**config.mk**
```make
export PLATFORM = sky130hd
export DESIGN_NAME = sync_position_counter_flat
export DESIGN_NICKNAME = d
export VERILOG_FILES = /design/src/rtl/sync_position_counter_if.sv /design/src/rtl/sync_position_counter.sv /design/src/flat_wrapper.sv
export SDC_FILE = /design/constraint.sdc
export NUM_CORES = 1
export LEC_CHECK = 0
export CELL_PAD_IN_SITES_DETAIL_PLACEMENT = 2
export CELL_PAD_IN_SITES_GLOBAL_PLACEMENT = 2
export CORE_MARGIN = 2
export CORE_UTILIZATION = 32
export CTS_CLUSTER_SIZE = 12
export DETAILED_ROUTE_END_ITERATION = 6
export PLACE_DENSITY_LB_ADDON = 0.05
export SLEW_MARGIN = 30
export SYNTH_ARGS = -nofsm -noshare
export SYNTH_HDL_FRONTEND = slang
export SYNTH_SLANG_ARGS = --single-unit
```
**constraint.sdc**
```tcl
create_clock -name clk -period 3.95 [get_ports clk]
set_input_delay 0.79 -clock clk [delete_from_list [all_inputs] [get_ports clk]]
set_output_delay 0.79 -clock clk [all_outputs]
set_load 0.02 [all_outputs]
```
**src/rtl/sync_position_counter_if.sv**
```systemverilog
// Sync-stream bundle between a raw camera/VGA source and the position counter.
// Latency: none, wires only.
// Backpressure: none; the pixel stream is free-running and paced by the pixel clock.
interface sync_position_counter_if;

    // Raw sync stream from the sensor/timing generator
    logic        vga_hs;
    logic        vga_vs;
    logic [23:0] pixel_in;

    // Pixel tagged with its coordinates, plus timing measurements
    logic [12:0] row;
    logic [12:0] col;
    logic [23:0] pixel_out;
    logic        hs_out;
    logic        vs_out;
    logic        line_tick;
    logic        frame_tick;
    logic [12:0] line_len;
    logic [12:0] frame_lines;
    logic        locked;

    // Source side: drives the raw stream, observes the tagged stream
    modport master (
        output vga_hs,
        output vga_vs,
        output pixel_in,
        input  row,
        input  col,
        input  pixel_out,
        input  hs_out,
        input  vs_out,
        input  line_tick,
        input  frame_tick,
        input  line_len,
        input  frame_lines,
        input  locked
    );

    // Counter side: consumes the raw stream, produces the tagged stream
    modport slave (
        input  vga_hs,
        input  vga_vs,
        input  pixel_in,
        output row,
        output col,
        output pixel_out,
        output hs_out,
        output vs_out,
        output line_tick,
        output frame_tick,
        output line_len,
        output frame_lines,
        output locked
    );

endinterface

```
**src/rtl/sync_position_counter.sv**
```systemverilog
// Tags each raw pixel with its row/col, measures line/frame size and flags stable timing.
// Latency: 2 clk from input sample to row/col/pixel_out/hs_out/vs_out.
// Backpressure: none; one pixel accepted and produced every clock.
module sync_position_counter #(
    parameter bit          SYNC_ACTIVE_LOW = 1'b1,
    parameter logic [12:0] CNT_MAX         = 13'h1FFF
) (
    input logic                    clk,
    input logic                    rst,
    sync_position_counter_if.slave bus
);

    // First pipeline stage: normalised sync levels plus the raw sample
    typedef struct packed {
        logic        hs_a;
        logic        vs_a;
        logic        hs_raw;
        logic        vs_raw;
        logic [23:0] pix;
    } stage1_t;

    // Output stage: everything that leaves the block, updated together
    typedef struct packed {
        logic [12:0] row;
        logic [12:0] col;
        logic [23:0] pix;
        logic        hs_raw;
        logic        vs_raw;
        logic        line_tick;
        logic        frame_tick;
        logic [12:0] line_len;
        logic [12:0] frame_lines;
        logic        locked;
    } out_t;

    stage1_t     s1_d;
    stage1_t     s1_q;
    logic        prev_hs_d;
    logic        prev_hs_q;
    logic        prev_vs_d;
    logic        prev_vs_q;
    out_t        out_d;
    out_t        out_q;
    logic        hs_start;
    logic        vs_start;
    logic [12:0] frame_lines_new;

    // Counters stick at CNT_MAX instead of wrapping, so a missing sync edge
    // shows up as a pinned coordinate rather than a plausible-looking one.
    function automatic logic [12:0] sat_inc(input logic [12:0] v);
        if (v >= CNT_MAX) begin
            return CNT_MAX;
        end
        return v + 13'd1;
    endfunction

    // Normalise sync polarity so everything downstream treats 1 as asserted
    always_comb begin
        s1_d        = '0;
        s1_d.hs_a   = bus.vga_hs ^ SYNC_ACTIVE_LOW;
        s1_d.vs_a   = bus.vga_vs ^ SYNC_ACTIVE_LOW;
        s1_d.hs_raw = bus.vga_hs;
        s1_d.vs_raw = bus.vga_vs;
        s1_d.pix    = bus.pixel_in;
    end

    // Stage-1 register; clears to inactive sync so an already-asserted level
    // after reset is seen as a fresh start edge
    always_ff @(posedge clk) begin
        if (rst) begin
            s1_q <= '0;
        end else begin
            s1_q <= s1_d;
        end
    end

    // Previous stage-1 sync levels for edge detection
    always_comb begin
        prev_hs_d = s1_q.hs_a;
        prev_vs_d = s1_q.vs_a;
    end

    assign hs_start = s1_q.hs_a & ~prev_hs_q;
    assign vs_start = s1_q.vs_a & ~prev_vs_q;

    // Height of the frame that just ended: the last row index plus one
    assign frame_lines_new = sat_inc(out_q.row);

    // Coordinate, tick and measurement update for the sample now in stage 1
    always_comb begin
        out_d            = out_q;
        out_d.pix        = s1_q.pix;
        out_d.hs_raw     = s1_q.hs_raw;
        out_d.vs_raw     = s1_q.vs_raw;
        out_d.line_tick  = hs_start;
        out_d.frame_tick = vs_start;

        // Column restarts on a line start, otherwise advances and saturates
        if (hs_start) begin
            out_d.col      = '0;
            out_d.line_len = sat_inc(out_q.col);
        end else begin
            out_d.col      = sat_inc(out_q.col);
        end

        // Frame start wins over line start so a coincident pair lands on row 0
        if (vs_start) begin
            out_d.row = '0;
        end else if (hs_start) begin
            out_d.row = sat_inc(out_q.row);
        end

        // Lock needs two consecutive identical, nonzero frame heights
        if (vs_start) begin
            out_d.frame_lines = frame_lines_new;
            out_d.locked      = (frame_lines_new == out_q.frame_lines) &&
                                (frame_lines_new != '0);
        end
    end

    // Stage-2 registers: edge-detect history and all outputs
    always_ff @(posedge clk) begin
        if (rst) begin
            prev_hs_q <= 1'b0;
            prev_vs_q <= 1'b0;
            out_q     <= '0;
        end else begin
            prev_hs_q <= prev_hs_d;
            prev_vs_q <= prev_vs_d;
            out_q     <= out_d;
        end
    end

    assign bus.row         = out_q.row;
    assign bus.col         = out_q.col;
    assign bus.pixel_out   = out_q.pix;
    assign bus.hs_out      = out_q.hs_raw;
    assign bus.vs_out      = out_q.vs_raw;
    assign bus.line_tick   = out_q.line_tick;
    assign bus.frame_tick  = out_q.frame_tick;
    assign bus.line_len    = out_q.line_len;
    assign bus.frame_lines = out_q.frame_lines;
    assign bus.locked      = out_q.locked;

    // Invariants the overlay stage relies on: ticks always coincide with a
    // zero coordinate, and lock never claims a zero-height frame
    a_line_tick_col0 : assert property (@(posedge clk) disable iff (rst)
        out_q.line_tick |-> (out_q.col == '0));
    a_frame_tick_row0 : assert property (@(posedge clk) disable iff (rst)
        out_q.frame_tick |-> (out_q.row == '0));
    a_locked_nonzero : assert property (@(posedge clk) disable iff (rst)
        out_q.locked |-> (out_q.frame_lines != '0));

endmodule

```
**src/flat_wrapper.sv**
```systemverilog
// flat-port wrapper written by rule: the top's interface ports become plain ports
module sync_position_counter_flat 
#(
    parameter bit          SYNC_ACTIVE_LOW = 1'b1,
    parameter logic [12:0] CNT_MAX         = 13'h1FFF
)
  (clk, rst, bus_vga_hs, bus_vga_vs, bus_pixel_in, bus_row, bus_col, bus_pixel_out, bus_hs_out, bus_vs_out, bus_line_tick, bus_frame_tick, bus_line_len, bus_frame_lines, bus_locked);
  sync_position_counter_if bus_i ();
  input logic clk;
  input logic rst;
  input wire logic [$bits(bus_i.vga_hs)-1:0] bus_vga_hs;
  input wire logic [$bits(bus_i.vga_vs)-1:0] bus_vga_vs;
  input wire logic [$bits(bus_i.pixel_in)-1:0] bus_pixel_in;
  output wire logic [$bits(bus_i.row)-1:0] bus_row;
  output wire logic [$bits(bus_i.col)-1:0] bus_col;
  output wire logic [$bits(bus_i.pixel_out)-1:0] bus_pixel_out;
  output wire logic [$bits(bus_i.hs_out)-1:0] bus_hs_out;
  output wire logic [$bits(bus_i.vs_out)-1:0] bus_vs_out;
  output wire logic [$bits(bus_i.line_tick)-1:0] bus_line_tick;
  output wire logic [$bits(bus_i.frame_tick)-1:0] bus_frame_tick;
  output wire logic [$bits(bus_i.line_len)-1:0] bus_line_len;
  output wire logic [$bits(bus_i.frame_lines)-1:0] bus_frame_lines;
  output wire logic [$bits(bus_i.locked)-1:0] bus_locked;
  assign bus_i.vga_hs = bus_vga_hs;
  assign bus_i.vga_vs = bus_vga_vs;
  assign bus_i.pixel_in = bus_pixel_in;
  assign bus_row = bus_i.row;
  assign bus_col = bus_i.col;
  assign bus_pixel_out = bus_i.pixel_out;
  assign bus_hs_out = bus_i.hs_out;
  assign bus_vs_out = bus_i.vs_out;
  assign bus_line_tick = bus_i.line_tick;
  assign bus_frame_tick = bus_i.frame_tick;
  assign bus_line_len = bus_i.line_len;
  assign bus_frame_lines = bus_i.frame_lines;
  assign bus_locked = bus_i.locked;
  sync_position_counter #(.SYNC_ACTIVE_LOW(SYNC_ACTIVE_LOW), .CNT_MAX(CNT_MAX)) u_core (.clk(clk), .rst(rst), .bus(bus_i));
endmodule
```
==> flow_summary.yaml, run 1 <==
status:
  outcome: "finished, final reports clean"
cts:
  cts_resized: 0
  clockBufferDepth: 2
  clockRootBuffer: "clkbuf_16"
  cts_max_level: 3
  cts.sinks: 111
  cts_hold_buf: 0
  cts.clk_slew.worst_paths_ns: 0.07
  cts_setup_buffers: 0
  cts_made_buffers: 9
  cts_tree: "yes"
  insertion_delay_ns: 0.36
yosys:
  synth_cells: 447
  ys.flop_type: "dfxtp_1"
  synth_warnings: 0
  synth_edf_count: 0
  ys_seq_elements: 111
  syn_nets: 477
  avgSynthCellArea_um2: 9.573
  ys_seq_area_share_pct: 51.93
  netlist_area_um2: 4279
  async_flop_share_pct: 0
  yosysUniqueCellTypes: 50
drt:
  vias: 3568
  viasPerCell: 4.956
  first_iter_violations: 115
  drc: 0
  dr.pass1.iters: 4
  wl_per_cell_um: 17.08
  antenna_left: 0
  wl_mm: 12.30
power:
  power_frac_comb_pct: 7.6
  p_switching_uw: 551.0
  seq_power_share_pct: 52.1
  p_leak_uw: 0.002142
  power_density_nw_per_um2: 390.6
  p_int_uw: 1695
  pwr-share-clk_pct: 40.3
  ir_drop_mv: 0.1852
  swShare_pct: 24.54
  finalPower_uw: 2246
floorplanning:
  die_x_um: 119.6
  die-area_um2: 14310
  die_h_um: 119.6
  rows: 42
  core-area_um2: 13140
  start_util_pct: 32.57
  ios: 109
grt:
  grt_pass1_vias: 3852
  grt_max_degree: 62
  grt_pass1_wl_mm: 19.87
  track_usage_pct: 17.71
  antenna_found_initial: 0
  globalRouteOverflowTotal: 0
layout:
  area_growth_pct: 34.36
  drive_gt1_share_pct: 4.779
  final_common_cell: "dfxtp_1"
  final_util_pct: 43.76
  final_cell_mix: "dfxtp_1 (111), clkdlybuf4s50_1 (107), nor2b_1 (58)"
  antenna_cells: 0
  final.fill_count: 1426
  final_nets: 569
timing:
  setup_violations: 0
  slew_headroom_pct: 51.32
  max_freq_mhz: 354.6
  fin_crit_sh_pct: 71.40
  finalSetupTns_ns: 0
  drv_slew: 0
  tightest_slew_ns: 0.7302
  rsz0062_at_grt: "no"
  period_minus_slack_ns: 2.820
  setup_slack_ns: 1.130
  hold_violations: 0
  skew_ns: 0.005491
worst_setup_path:
  crit_path_frequent_cell: "xnor2_1"
  arrival_ns: 3.11
  crit_fanout: 12
  critical_path_class: "reg -> reg"
  max_stage_delay_ns: 0.54
  cp-end-kind: "flop"
  critPathSlowestCell: "dfxtp_1"
  cp-start-kind: "flop"
  cpLargestDelayFamily: "simple AND/OR/NAND/NOR gates"
  crit_required_ns: 4.24
  path_cells: "ha_1 -> and4_1 -> nand4_1 -> xnor2_1 -> xnor2_1 -> nor4b_1 -> o2111ai_1 -> o21ai_1"
  path_buf_inv: 0
worst_hold_path:
  hp-class: "reg -> reg"
placement:
  dp_hpwl_mm: 8.662
  io_buffers: 108
  place.gp.congestion: 0.7239
  pre_cts_ws_ns: 1.158
run:
  max_cap_viol_count: 0
-- kinds of logic (layout without fill, tap and decap cells) --
group | after synthesis | count (layout) | synth area share, %
simple gates | 178 | 178 | 22.84
flops | 111 | 111 | 51.93
compound gates | 92 | 92 | 14.01
xor+xnor | 28 | 28 | 6.374
buf+inv | 34 | 131 | 3.772
fa+ha+maj | 2 | 2 | 0.5847
mux | 2 | 2 | 0.4971
-- routing by layer --
metal	wire length, um	GRT usage [%]	vias to the layer above
met1	5150	19.92	1749
met4	277	8.015	0
li1	-	-	1726
met2	6280	31.61	73
met5	0	0	-
met3	592	4.278	20
-- power by group through the flow --
stage          Sequential, uW  Clock [uW]  Combinational [uW]
5_1_grt                  1180         977                 184
2_1_floorplan            1210           0                66.7
3_3_place_gp             1200           0                 168
4_1_cts                  1170         937                 173
3_5_place_dp             1200           0                 172
6_report                 1170         906                 170
-- cells in the mapped netlist, types with 5 or more instances --
cell type  count  area share, %
dfxtp_1      111             52
nand4_1        8            1.2
nand3_1       10            1.2
nor2_1        40            3.5
o21ai_0       14            1.6
a21o_1        13            2.3
a211oi_1       5           0.88
nor3_1         6           0.70
clkbuf_1      18            1.6
nand2b_1       7            1.0
a22o_1         5            1.0
a31oi_1        6           0.88
a21oi_1       29            3.4
buf_2          9            1.1
nor2b_1       58            8.5
a311oi_1       6            1.2
xnor2_1       15            3.1
xor2_1        11            2.3
nand2_1       23            2.0
-- final timing paths --
kind	from	endpoint	slack, ns	cells past startpoint
max	u_core.bus.row[0]	u_core.bus.locked	1.13	8
min	u_core.out_d[47]	u_core.bus.pixel_out[16]	0.44	1
max reg2reg	u_core.bus.row[0]	u_core.bus.locked	1.13	8
min reg2reg	u_core.out_d[47]	u_core.bus.pixel_out[16]	0.44	1
-- through the flow --
stage | area (um2) | hold slack (ns) | cells
2_1_floorplan | 4279 | 0.4138 | 447
3_3_place_gp | 5451 | 0.4155 | 704
3_5_place_dp | 5454 | 0.4270 | 704
4_1_cts | 5747 | 0.4453 | 720
5_1_grt | 5749 | 0.4578 | 720
6_report | 5749 | 0.4403 | 720
-- sequential cells by signal, indices dropped and copies added, names as in the netlist --
name,flops
u_core.bus.frame_lines,13
u_core.prev_hs_q,1
u_core.bus.locked,1
u_core.prev_hs_d,1
u_core.prev_vs_q,1
u_core.bus.line_len,13
u_core.bus.col,13
u_core.bus.frame_tick,1
u_core.bus.pixel_out,24
u_core.bus.row,13
u_core.bus.line_tick,1
u_core.bus.vs_out,1
u_core.bus.hs_out,1
u_core.prev_vs_d,1
u_core.out_d,26
-- area by class of cell --
type	instances	area [um2]	share of cell area [%]
tap	176	220.2	3.830
clock buffer	11	242.7	4.222
sequential	111	2222	38.65
timing repair buffer	111	1101	19.15
multi-input combinational	302	1898	33.01
inverter	4	15.01	0.2612
clock inverter	5	50.05	0.8705
No activity file was read; power rests on OpenSTA's default activity.
==> run 2: changes to the inputs <==
CORE_UTILIZATION = 26   (was 32)
clock period = 2.4 ns   (was 3.95 ns; I/O delays follow)
==> flow_summary.yaml, run 2 (same netlist as run 1, synthesis figures left out) <==
layout:
  final_common_cell: "dfxtp_1"
  largest_register_ffs: 26
  seqCellArea_um2: 2222
  antenna_cells: 0
  final_nets: 594
  final_util_pct: 37.67
  multiInputGateArea_um2: 1913
  drive_gt1_share_pct: 9.315
  final_cell_mix: "dfxtp_1 (111), clkdlybuf4s50_1 (107), nor2b_1 (58)"
  final.fill_count: 1794
  area_growth_pct: 40.85
run:
  max_cap_viol_count: 0
worst_hold_path:
  hold_start: "rst"
  hold_end: "u_core.prev_hs_q"
  hp-class: "in -> reg"
  hold-path-cell-count: 2
worst_setup_path:
  critPathSlowestCell: "or4b_1"
  cp-end-kind: "flop"
  critical_path_class: "reg -> reg"
  crit_required_ns: 2.68
  path_cells: "ha_1 -> a21o_1 -> and4_1 -> or4b_1 -> nand3_1 -> o2111ai_1 -> o21ai_1"
  timing.rr.start: "u_core.bus.row[0]"
  regToRegEndpoint: "u_core.bus.locked"
  crit_fanout: 15
  cp-start-kind: "flop"
  arrival_ns: 2.51
  worstRegToRegCells: 7
  max_stage_delay_ns: 0.60
  rrSetupSlack_ns: 0.17
grt:
  grt_pass1_wl_mm: 21.05
  track_usage_pct: 15.10
  antenna_found_initial: 0
  grt_pass1_vias: 3827
  grt_max_degree: 23
  globalRouteOverflowTotal: 0
timing:
  max_freq_mhz: 448.4
  hold_violations: 0
  fin_crit_sh_pct: 92.93
  skew_ns: 0.009173
  rsz0062_at_grt: "no"
  period_minus_slack_ns: 2.230
  slew_headroom_pct: 52.74
  drv_slew: 0
  tightest_slew_ns: 0.7089
  whs_ns: 0.4273
  setup_violations: 0
  finalSetupTns_ns: 0
cts:
  cts.clk_slew.worst_paths_ns: 0.08
  cts_setup_buffers: 0
  clockRootBuffer: "clkbuf_16"
  insertion_delay_ns: 0.35
  cts.sinks: 111
  cts_tree: "yes"
  cts_made_buffers: 9
  clockBufferDepth: 2
  cts_max_level: 3
status:
  outcome: "finished, final reports clean"
drt:
  drc: 0
  drt-met1-wl_mm: 5.777
  antenna_left: 0
  vias: 3650
  met2WireLength_mm: 6.290
  viasPerCell: 4.650
  wl_met3_um: 651
  wl_mm: 12.87
  wl_per_cell_um: 16.39
  dr.pass1.iters: 4
  routed.top_layer: "met4"
  first_iter_violations: 102
power:
  p_leak_uw: 0.002282
  ir_drop_mv: 0.3278
  power_density_nw_per_um2: 639.4
floorplanning:
  die_h_um: 132.3
  core-area_um2: 16000
  die-area_um2: 17500
  start_util_pct: 26.74
  die_x_um: 132.3
  ios: 109
  rows: 46
placement:
  io_buffers: 108
  dp_hpwl_mm: 9.528
  place.gp.congestion: 0.7685
-- run 2: repair_timing --
action                     4_1_cts  5_1_grt
setup endpoints to repair        0        1
hold buffers                     0        0
gates resized for setup          0        4
-- run 2: per-layer routing --
layer	up-vias	GRT usage, %
met5	-	0
met4	0	5.496
met3	10	3.691
met2	64	25.49
met1	1809	18.71
li1	1767	-
-- run 2: layout make-up --
| class | count | share of cell area, % |
|---|---|---|
| Timing Repair Buffer | 136 | 21.34 |
| Multi-Input combinational cell | 302 | 31.74 |
| Tap cell | 216 | 4.484 |
| Clock buffer | 11 | 3.861 |
| Clock inverter | 5 | 1.453 |
| Sequential cell | 111 | 36.87 |
| Inverter | 4 | 0.2491 |
-- run 2: where the power goes --
part           internal (uW)  total [uW]  switching, uW
logic                    144         294            150
registers               1900        1920           23.4
clock network            929        1640            711
-- run 2: per-stage QoR --
stage / worst slack (ns) / instances / power [uW] / instance area [um2]
6_report: 0.1697 / 785 / 3854 / 6027
5_1_grt: 0.0003031 / 785 / 4030 / 6027
4_1_cts: 0.03639 / 785 / 3925 / 6012
3_5_place_dp: 0.05041 / 769 / 2263 / 5692
3_3_place_gp: 0.1412 / 769 / 2257 / 5689
2_1_floorplan: 0.1317 / 447 / 2106 / 4279
-- run 2: worst max path at each step --
stage                           start           endpoint  slack [ns]  cells after the start
finish              u_core.bus.row[0]  u_core.bus.locked        0.17                      7
global route        u_core.bus.row[0]  u_core.bus.locked      0.0003                      8
CTS                 u_core.bus.row[1]  u_core.bus.locked        0.04                      8
detailed placement  u_core.bus.row[1]  u_core.bus.locked        0.05                      8
global placement    u_core.bus.row[0]  u_core.bus.locked        0.14                      8
floorplan           u_core.bus.row[1]  u_core.bus.locked        0.13                     10
-- run 2: worst max-delay path, delay by kind of cell, from the launching register on --
| kind | cells | cell delay (ns) |
|---|---|---|
| DFF | 1 | 0.32 |
| AOI/OAI and AO/OA | 3 | 0.44 |
| and+or+nand+nor | 3 | 1.14 |
| adders and majority gates | 1 | 0.27 |
